### config.mk
export PLATFORM = sky130hd
export DESIGN_NAME = approach_sequencer
export DESIGN_NICKNAME = d
export VERILOG_FILES = /design/src/rtl/approach_sequencer.sv
export SDC_FILE = /design/constraint.sdc
export NUM_CORES = 1
export LEC_CHECK = 0
export ABC_AREA = 1
export BUFFER_PORTS_ARGS = -buffer_cell sky130_fd_sc_hd__buf_2
export CAP_MARGIN = 20
export CORE_MARGIN = 1.5
export CORE_UTILIZATION = 35
export DETAILED_ROUTE_END_ITERATION = 7
export PLACE_DENSITY_LB_ADDON = 0.3
export REMOVE_ABC_BUFFERS = 1
export SYNTH_ARGS = -nofsm -noshare
export SYNTH_HDL_FRONTEND = slang
export SYNTH_SLANG_ARGS = --single-unit
### constraint.sdc
create_clock -name clk -period 3.25 [get_ports clk]
set_input_delay 0.65 -clock clk [delete_from_list [all_inputs] [get_ports clk]]
set_output_delay 0.65 -clock clk [all_outputs]
set_load 0.01 [all_outputs]
### src/rtl/approach_sequencer.sv
// Repeating piezo approach: replays a BRAM waveform into the DAC, then averages
// ADC readings after each pass and stops on contact, pass limit or disarm.
module approach_sequencer #(
  parameter int         DAC_WID      = 24,
  parameter int         DAC_DATA_WID = 20,
  parameter logic [3:0] DAC_CMD      = 4'b0001,
  parameter int         ADC_WID      = 24,
  parameter int         TIMER_WID    = 32,
  parameter int         ADDR_WID     = 10,
  parameter int         CYCLE_WID    = 16,
  parameter int         AVG_LOG2     = 2
) (
  input  logic                    clk,
  input  logic                    rst,
  input  logic                    arm,
  input  logic                    polarity,
  input  logic [ADC_WID-1:0]      setpoint,
  input  logic [TIMER_WID-1:0]    time_to_wait,
  input  logic [ADDR_WID-1:0]     wave_len,
  input  logic [CYCLE_WID-1:0]    max_cycles,
  output logic                    stopped,
  output logic                    detected,
  output logic                    timed_out,
  output logic [CYCLE_WID-1:0]    cycle_count,
  output logic [ADC_WID-1:0]      avg_out,
  output logic [ADDR_WID-1:0]     word_addr,
  input  logic [DAC_DATA_WID-1:0] word,
  output logic                    dac_arm,
  input  logic                    dac_finished,
  output logic [DAC_WID-1:0]      dac_out,
  output logic                    adc_arm,
  input  logic                    adc_finished,
  input  logic [ADC_WID-1:0]      measurement
);

  localparam int ACC_WID = ADC_WID + AVG_LOG2;
  localparam int CNT_WID = AVG_LOG2 + 1;
  localparam logic [CNT_WID-1:0] LAST_SAMPLE = CNT_WID'((1 << AVG_LOG2) - 1);

  typedef enum logic [3:0] {
    S_IDLE, S_WAIT, S_FETCH, S_LATCH, S_DAC,
    S_ADC_REQ, S_ADC_GAP, S_CHECK, S_DETECTED, S_TIMEOUT
  } state_t;

  state_t state_reg, state_next;

  logic [TIMER_WID-1:0]      timer_reg, ttw_reg;
  logic [ADDR_WID-1:0]       len_reg, word_addr_reg;
  logic [CYCLE_WID-1:0]      max_reg, cycle_reg;
  logic                      pol_reg;
  logic signed [ADC_WID-1:0] setpoint_reg, avg_reg;
  logic signed [ACC_WID-1:0] acc_reg;
  logic [CNT_WID-1:0]        sample_reg;
  logic [DAC_WID-1:0]        dac_out_reg;

  logic signed [ACC_WID-1:0] meas_ext, acc_sum, acc_shift;
  logic signed [ADC_WID-1:0] avg_calc;
  logic [CYCLE_WID-1:0]      cycle_inc;
  logic                      match, last_word, hit_limit;

  assign meas_ext  = ACC_WID'($signed(measurement));
  assign acc_sum   = acc_reg + meas_ext;
  assign acc_shift = acc_reg >>> AVG_LOG2;
  assign avg_calc  = acc_shift[ADC_WID-1:0];
  assign match     = pol_reg ? (avg_calc >= setpoint_reg) : (avg_calc <= setpoint_reg);
  // Saturation only matters when unlimited; a nonzero limit is hit first.
  assign cycle_inc = (cycle_reg == '1) ? cycle_reg : cycle_reg + CYCLE_WID'(1);
  assign hit_limit = (max_reg != '0) && (cycle_inc == max_reg);
  assign last_word = (word_addr_reg == len_reg - ADDR_WID'(1));

  always_ff @(posedge clk) begin
    if (rst) state_reg <= S_IDLE;
    else     state_reg <= state_next;
  end

  always_comb begin
    state_next = state_reg;
    case (state_reg)
      S_IDLE:    if (arm && wave_len != '0) state_next = S_WAIT;
      S_WAIT:    if (!arm) state_next = S_IDLE;
                 else if (timer_reg == '0) state_next = S_FETCH;
      S_FETCH:   state_next = arm ? S_LATCH : S_IDLE;
      S_LATCH:   state_next = arm ? S_DAC : S_IDLE;
      S_DAC:     if (dac_finished) begin
                   if (!arm)           state_next = S_IDLE;
                   else if (last_word) state_next = S_ADC_REQ;
                   else                state_next = S_WAIT;
                 end
      S_ADC_REQ: if (adc_finished) begin
                   if (!arm)                          state_next = S_IDLE;
                   else if (sample_reg == LAST_SAMPLE) state_next = S_CHECK;
                   else                               state_next = S_ADC_GAP;
                 end
      S_ADC_GAP: state_next = arm ? S_ADC_REQ : S_IDLE;
      S_CHECK:   if (match)          state_next = S_DETECTED;
                 else if (hit_limit) state_next = S_TIMEOUT;
                 else                state_next = S_WAIT;
      S_DETECTED, S_TIMEOUT: if (!arm) state_next = S_IDLE;
      default:   state_next = S_IDLE;
    endcase
  end

  always_ff @(posedge clk) begin
    if (rst) begin
      timer_reg     <= '0;
      ttw_reg       <= '0;
      len_reg       <= '0;
      max_reg       <= '0;
      pol_reg       <= 1'b0;
      setpoint_reg  <= '0;
      word_addr_reg <= '0;
      cycle_reg     <= '0;
      acc_reg       <= '0;
      sample_reg    <= '0;
      avg_reg       <= '0;
      dac_out_reg   <= '0;
    end else begin
      case (state_reg)
        S_IDLE: if (state_next == S_WAIT) begin
          ttw_reg       <= time_to_wait;
          len_reg       <= wave_len;
          max_reg       <= max_cycles;
          pol_reg       <= polarity;
          setpoint_reg  <= setpoint;
          word_addr_reg <= '0;
          cycle_reg     <= '0;
          acc_reg       <= '0;
          sample_reg    <= '0;
        end
        S_WAIT:  if (timer_reg != '0) timer_reg <= timer_reg - TIMER_WID'(1);
        S_LATCH: dac_out_reg <= {DAC_CMD, word};
        S_DAC: if (dac_finished && arm)
          word_addr_reg <= last_word ? '0 : word_addr_reg + ADDR_WID'(1);
        S_ADC_REQ: if (adc_finished && arm) begin
          acc_reg    <= acc_sum;
          sample_reg <= sample_reg + CNT_WID'(1);
        end
        S_CHECK: begin
          avg_reg    <= avg_calc;
          acc_reg    <= '0;
          sample_reg <= '0;
          if (!match) cycle_reg <= cycle_inc;
        end
        default: ;
      endcase
      // Every entry into WAIT starts a fresh inter-sample delay.
      if (state_next == S_WAIT && state_reg != S_WAIT)
        timer_reg <= (state_reg == S_IDLE) ? time_to_wait : ttw_reg;
    end
  end

  always_comb begin
    stopped     = (state_reg == S_IDLE);
    detected    = (state_reg == S_DETECTED);
    timed_out   = (state_reg == S_TIMEOUT);
    dac_arm     = (state_reg == S_DAC);
    adc_arm     = (state_reg == S_ADC_REQ);
    cycle_count = cycle_reg;
    avg_out     = avg_reg;
    word_addr   = word_addr_reg;
    dac_out     = dac_out_reg;
  end

endmodule
==> results of run 1 <==
placed cells by master (no fill, tap or decap), types with 29 or more instances in the layout:
cell and instances:
ha_1 56, o21ai_0 149, buf_2 206, nor2_1 269, nand3_1 101, a21oi_1 154
nand2_1 479, a21oi_2 29, dfxtp_1 219, nand4_1 40, inv_1 176
per-stage QoR:
stage | cells | worst slack [ns] | cell area [µm²]
after floorplan | 1866 | -1.983 | 12540
after global placement | 2571 | 0.2230 | 14450
after detailed placement | 2571 | 0.1237 | 14450
after CTS | 2615 | 0.2851 | 15320
after global routing | 2616 | 0.01098 | 15330
final | 2616 | 0.3144 | 15330
logic make-up after synthesis:
family                     count (synthesis)  synth area share
AOI/OAI and AO/OA                        375            0.1612
xor gates and xnor gates                  29           0.01970
adders and majority gates                 57           0.05588
buffers and inverters                    265           0.08344
DFF                                      219            0.3400
muxes                                      3          0.002329
other                                      1         0.0002908
and+or+nand+nor                          992            0.3372
cell type report:
| cell class | count | area [µm²] |
|---|---|---|
| fill | 3863 | 21100 |
| multi-input combinational | 1459 | 7465 |
| sequential | 219 | 4384 |
| timing repair buffer | 237 | 1314 |
| clock buffer | 41 | 808.3 |
| inverter | 188 | 709.4 |
| tap | 468 | 585.6 |
| clock inverter | 3 | 65.06 |
| antenna | 1 | 2.502 |
power groups by stage:
stage | clock (mW) | sequential [mW] | combinational (mW)
2_1_floorplan | 0 | 2.96 | 0.872
3_3_place_gp | 0 | 2.98 | 1.27
3_5_place_dp | 0 | 2.98 | 1.29
4_1_cts | 3.11 | 2.92 | 1.29
5_1_grt | 3.20 | 2.94 | 1.47
6_report | 3.02 | 2.93 | 1.29
worst min path at each step:
stage	from	to	cells past startpoint
3_5_place_dp	setpoint_reg[16]	setpoint_reg[16]	2
3_3_place_gp	setpoint_reg[17]	setpoint_reg[17]	2
6_report	word[0]	dac_out[0]	3
4_1_cts	word[5]	dac_out[5]	3
2_1_floorplan	ttw_reg[26]	ttw_reg[26]	2
5_1_grt	word[3]	dac_out[3]	3
critical path: cells and delay by family (launching register included):
family | cells | cell delay (ns)
AOI/OAI and AO/OA | 1 | 0.13
adders and majority gates | 1 | 0.29
buffers and inverters | 2 | 0.22
DFF | 1 | 0.45
and+or+nand+nor | 15 | 1.73
layer usage:
| metal | vias to the layer above | GRT usage |
|---|---|---|
| li1 | 6687 | - |
| met1 | 5868 | 0.2673 |
| met2 | 318 | 0.3284 |
| met3 | 41 | 0.03245 |
| met4 | 4 | 0.04881 |
| met5 | - | 0 |
==> results.py, run 1 <==
metrics = {
    "yosys": {
        "yosys_most_used_dff": "dfxtp_1",
        "synth.most_common_cell": "nand2_1",
        "async_reset_ff_frac": 0,
        "synth_top_area_frac": 0.3400,
        "synth_edf_count": 0,
        "synthCells": 1941,
        "yosysWarnings": 0,
        "yosys-top-cells-count": "nand2_1 (479), nor2_1 (269), dfxtp_1 (219)",
        "yosys.area.top_type": "dfxtp_1",
        "ys_seq_area_frac": 0.3400,
        "synth_area_per_cell_um2": 6.644,
        "synth_area_leaders": "dfxtp_1 (34%), nand2_1 (14%), nor2_1 (7.8%)",
        "ys_ff_latch": 219,
        "synth_cell_types": 58,
        "synth_area_mm2": 0.01290,
    },
    "power_and_ir_drop": {
        "pwr-share-clk": 0.417,
        "powerDensity_mw_per_mm2": 471.8,
        "ir_drop_v": 0.0003437,
        "switching_share": 0.2904,
        "power_frac_seq": 0.405,
        "p_switching_mw": 2.101,
        "total_power_mw": 7.234,
        "p_comb_frac": 0.178,
        "power.leakage_nw": 7.304,
        "p_int_mw": 5.133,
    },
    "clock_tree": {
        "post_cts_buffers": 0,
        "clkSinkCount": 219,
        "clockBufferDepth": 3,
        "hold_buffers": 0,
        "clk_latency_ns": 0.55,
        "clockRootBuffer": "clkbuf_16",
        "htree_num_levels": 1,
        "tritoncts": "built",
        "cts_resized": 0,
        "cts_inserted_buffers": 27,
        "path_clk_slew_ns": 0.06,
    },
    "grt": {
        "grt_max_degree": 109,
        "grt_pass1_vias": 12130,
        "grt_usage": 0.1981,
        "grt_pass1_wl_mm": 62.01,
        "antenna_found_initial": 3,
        "grt_overflow": 0,
    },
    "setup_path": {
        "cp_cell_sequence": "ha_1, inv_1, nor2_4, nand2_4, nor2_8, inv_4, nand2_2, nand2_1, nand2_1, nand2_1, nor2_1, nand3_1, nor2_2, nand2_4, nand3_4, nand2_8, nand2_8, nand2_1, a21oi_1",
        "critPathKind": "reg -> reg",
        "required_ns": 3.72,
        "crit_path_start_kind": "flip-flop",
        "r2r-start": "cycle_count[1]",
        "r2r_end": "acc_reg[2]",
        "crit_arrival_ns": 3.40,
        "critPathCaptureType": "flip-flop",
        "r2r_cells": 19,
        "cp_max_fo": 28,
        "slowest_delay_ns": 0.45,
        "slowest_stage": "dfxtp_1",
        "path_common_cell": "nand2_1",
        "crit_start": "cycle_count[1]",
        "crit_end": "acc_reg[2]",
        "ff2ff_setup_slack_ns": 0.31,
    },
    "timing": {
        "finalCriticalPeriod_ns": 2.936,
        "tightest_slew_ns": 0.9486,
        "setup_viol": 0,
        "rsz0062_at_grt": "false",
        "period_share": 0.9032,
        "clock_skew_ns": 0.01535,
        "hold_ws_ns": 0.3251,
        "slew_headroom": 0.3676,
        "timing.final.hold_violations": 0,
        "max_freq_mhz": 340.7,
        "tns_ns": 0,
        "timing.final.max_slew_violations": 0,
    },
    "layout": {
        "final_nets": 2321,
        "final_layout_size_suffix_gt1_frac": 0.1803,
        "area_growth_pct": 18.90,
        "fin_util": 0.4208,
    },
    "routing": {
        "wl_per_cell_um": 14.53,
        "drt_iter0_drc": 751,
        "ant_nets": 0,
        "vias_per_cell": 4.938,
        "firstDrtPassIters": 5,
        "drt_wl_total_mm": 38.01,
        "top_layer": "met5",
        "wl_met2_mm": 17.37,
        "drc_errors": 0,
        "wl_met3_mm": 2.116,
        "vias": 12920,
        "wl_met1_mm": 17.89,
    },
    "floorplanning": {
        "fp.dieW_um": 195.0,
        "num_rows": 70,
        "core_mm2": 0.03643,
        "die_h_um": 195.0,
        "num_io_pins": 211,
        "start_util": 0.3539,
        "dieArea_mm2": 0.03801,
    },
    "placement": {
        "place.gp.congestion": 0.9012,
        "dp_hpwl_mm": 27.82,
        "port_buffers": 207,
    },
    "hold_path": {
        "min-delay-path-class": "in -> reg",
    },
    "run": {
        "max_cap_violations": 0,
    },
    "outcome": {
        "status": "completed",
    },
}
(Power assumes the default switching activity.)
==> run 2, diff against run 1 <==
- CORE_MARGIN: 1.5 -> 2
- RECOVER_POWER: unset -> 50
==> run 2 against run 1 <==
Compared with the run above: largest cell class unchanged; non-clock buffer count is 3 lower; critical path type unchanged; via count is 0.60% higher; count of clock-buffer cells in the layout is 3 higher; total power is 1.2% higher; die area is 1.0% higher; the flow now finishes with violations (capacitance limit, slew limit); clock skew is 0.0018 ns higher; largest power group unchanged.
==> results.py, run 2 (same netlist as run 1, synthesis figures left out) <==
metrics = {
    "outcome": {
        "status": "finished, violations left",
        "violations": "capacitance limit, slew limit",
    },
    "floorplanning": {
        "core_mm2": 0.03643,
        "start_util": 0.3539,
        "fp.dieW_um": 196.0,
        "die_h_um": 196.0,
        "dieArea_mm2": 0.03840,
        "num_io_pins": 211,
        "num_rows": 70,
    },
    "grt": {
        "grt_pass1_vias": 12310,
        "grt_overflow": 0,
        "grt_max_degree": 108,
        "grt_usage": 0.1964,
        "antenna_found_initial": 2,
        "grt_pass1_wl_mm": 61.92,
    },
    "timing": {
        "timing.final.hold_violations": 0,
        "hold_ws_ns": 0.3166,
        "rsz0062_at_grt": "false",
        "tightest_slew_ns": 1.540,
        "period_share": 0.8945,
        "postLayoutSetupSlackWorst_ns": 0.3428,
        "clock_skew_ns": 0.01718,
        "max_freq_mhz": 344.0,
        "finalCriticalPeriod_ns": 2.907,
        "slew_headroom": -0.03236,
        "timing.final.max_slew_violations": 42,
        "setup_viol": 0,
    },
    "layout": {
        "mostFrequentLayoutCells": "nand2_1 (479), nor2_1 (269), dfxtp_1 (219), inv_1 (176), a21oi_1 (154)",
        "fin_area_mm2": 0.01526,
        "n_fill_cell": 3852,
        "mostFrequentLayoutCell": "nand2_1",
        "final_nets": 2320,
        "seqCellArea_mm2": 0.004384,
        "multi_input_area_mm2": 0.007463,
        "fin_cells": 2620,
        "final_layout_size_suffix_gt1_frac": 0.1473,
        "fin_util": 0.4188,
        "area_growth_pct": 18.32,
        "diodes": 0,
    },
    "routing": {
        "ant_nets": 0,
        "drt_wl_total_mm": 38.32,
        "wl_per_cell_um": 14.63,
        "drt_iter0_drc": 674,
        "drc_errors": 0,
        "vias_per_cell": 4.960,
        "vias": 13000,
        "firstDrtPassIters": 6,
    },
    "placement": {
        "dp.cells": 2568,
        "dp_slack_ns": 0.2386,
        "dp_hpwl_mm": 28.05,
        "place.gp.congestion": 0.8938,
        "post_dp_cell_area_mm2": 0.01443,
        "port_buffers": 207,
    },
    "setup_path": {
        "critPathCaptureType": "flip-flop",
        "crit_arrival_ns": 3.35,
        "required_ns": 3.70,
        "slowest_delay_ns": 0.31,
        "cp_cell_sequence": "inv_1, ha_1, nand2_1, nor2_1, nand4_1, nor2_1, nand2_1, nand3_1, nand2_1, nand2_1, nand3_1, a21oi_4, nand4_4, nand2_4, inv_1, nor2_1, nor2_1",
        "slowest_stage": "dfxtp_1",
        "crit_path_start_kind": "flip-flop",
        "cp_max_fo": 26,
        "critPathKind": "reg -> reg",
    },
    "clock_tree": {
        "hold_buffers": 0,
        "clockBufferDepth": 3,
        "path_clk_slew_ns": 0.06,
        "clockRootBuffer": "clkbuf_16",
        "cts_inserted_buffers": 29,
        "htree_num_levels": 1,
        "clkSinkCount": 219,
        "tritoncts": "built",
        "clk_latency_ns": 0.56,
    },
    "power_and_ir_drop": {
        "ir_drop_v": 0.0003833,
        "powerDensity_mw_per_mm2": 479.9,
        "power.leakage_nw": 6.989,
    },
    "hold_path": {
        "min-delay-path-class": "in -> reg",
    },
    "run": {
        "max_cap_violations": 1,
    },
}
## run 2: layout make-up
cell class	count	area share
clock buffers	44	0.05584
flip-flops and latches	219	0.2873
repair buffers	234	0.07798
multi-input cells	1459	0.4891
well taps	468	0.03838
clock inverters	8	0.004838
inverters	188	0.04649
## run 2: critical path, delay by kind of cell (launching register included)
kind                     cells  cell delay [ns]
AND/OR/NAND/NOR             13             1.76
flip-flops                   1             0.31
adder cells (fa/ha/maj)      1             0.29
AO/OA/AOI/OAI                1             0.26
buffers and inverters        2             0.18
## run 2: where the power goes
| group | leakage, nW | switching [mW] | total, mW | internal (mW) |
|---|---|---|---|---|
| clock | 0.451 | 1.24 | 3.11 | 1.87 |
| combinational | 4.75 | 0.824 | 1.28 | 0.458 |
| sequential | 1.79 | 0.103 | 2.93 | 2.83 |
## run 2: per-layer routing
metal  vias up  routed length [µm]  track usage
met5         -                  11            0
met4         2                 830      0.05359
met3        58                2126      0.03438
met2       307               17250       0.3298
met1      5934               18100       0.2597
li1       6695                   -            -
## run 2: timing repair
item	4_1_cts	5_1_grt
resized for setup	0	1
buffers inserted	0	0
setup endpoints to repair	0	7
## run 2: worst paths after layout
| check | slack [ns] | cells after the start | start | to |
|---|---|---|---|---|
| hold reg to reg | 0.46 | 2 | ttw_reg[20] | ttw_reg[20] |
| setup reg to reg | 0.34 | 17 | setpoint_reg[15] | timer_reg[15] |
| hold / removal | 0.32 | 3 | word[6] | dac_out[6] |
| setup / recovery | 0.34 | 17 | setpoint_reg[15] | timer_reg[15] |
## run 2: through the flow
step	TNS, ns	power (mW)
detailed placement	0	4.268
floorplan	-234.65	3.832
global route	0	7.738
global placement	0	4.244
finish	0	7.322
CTS	0	7.425
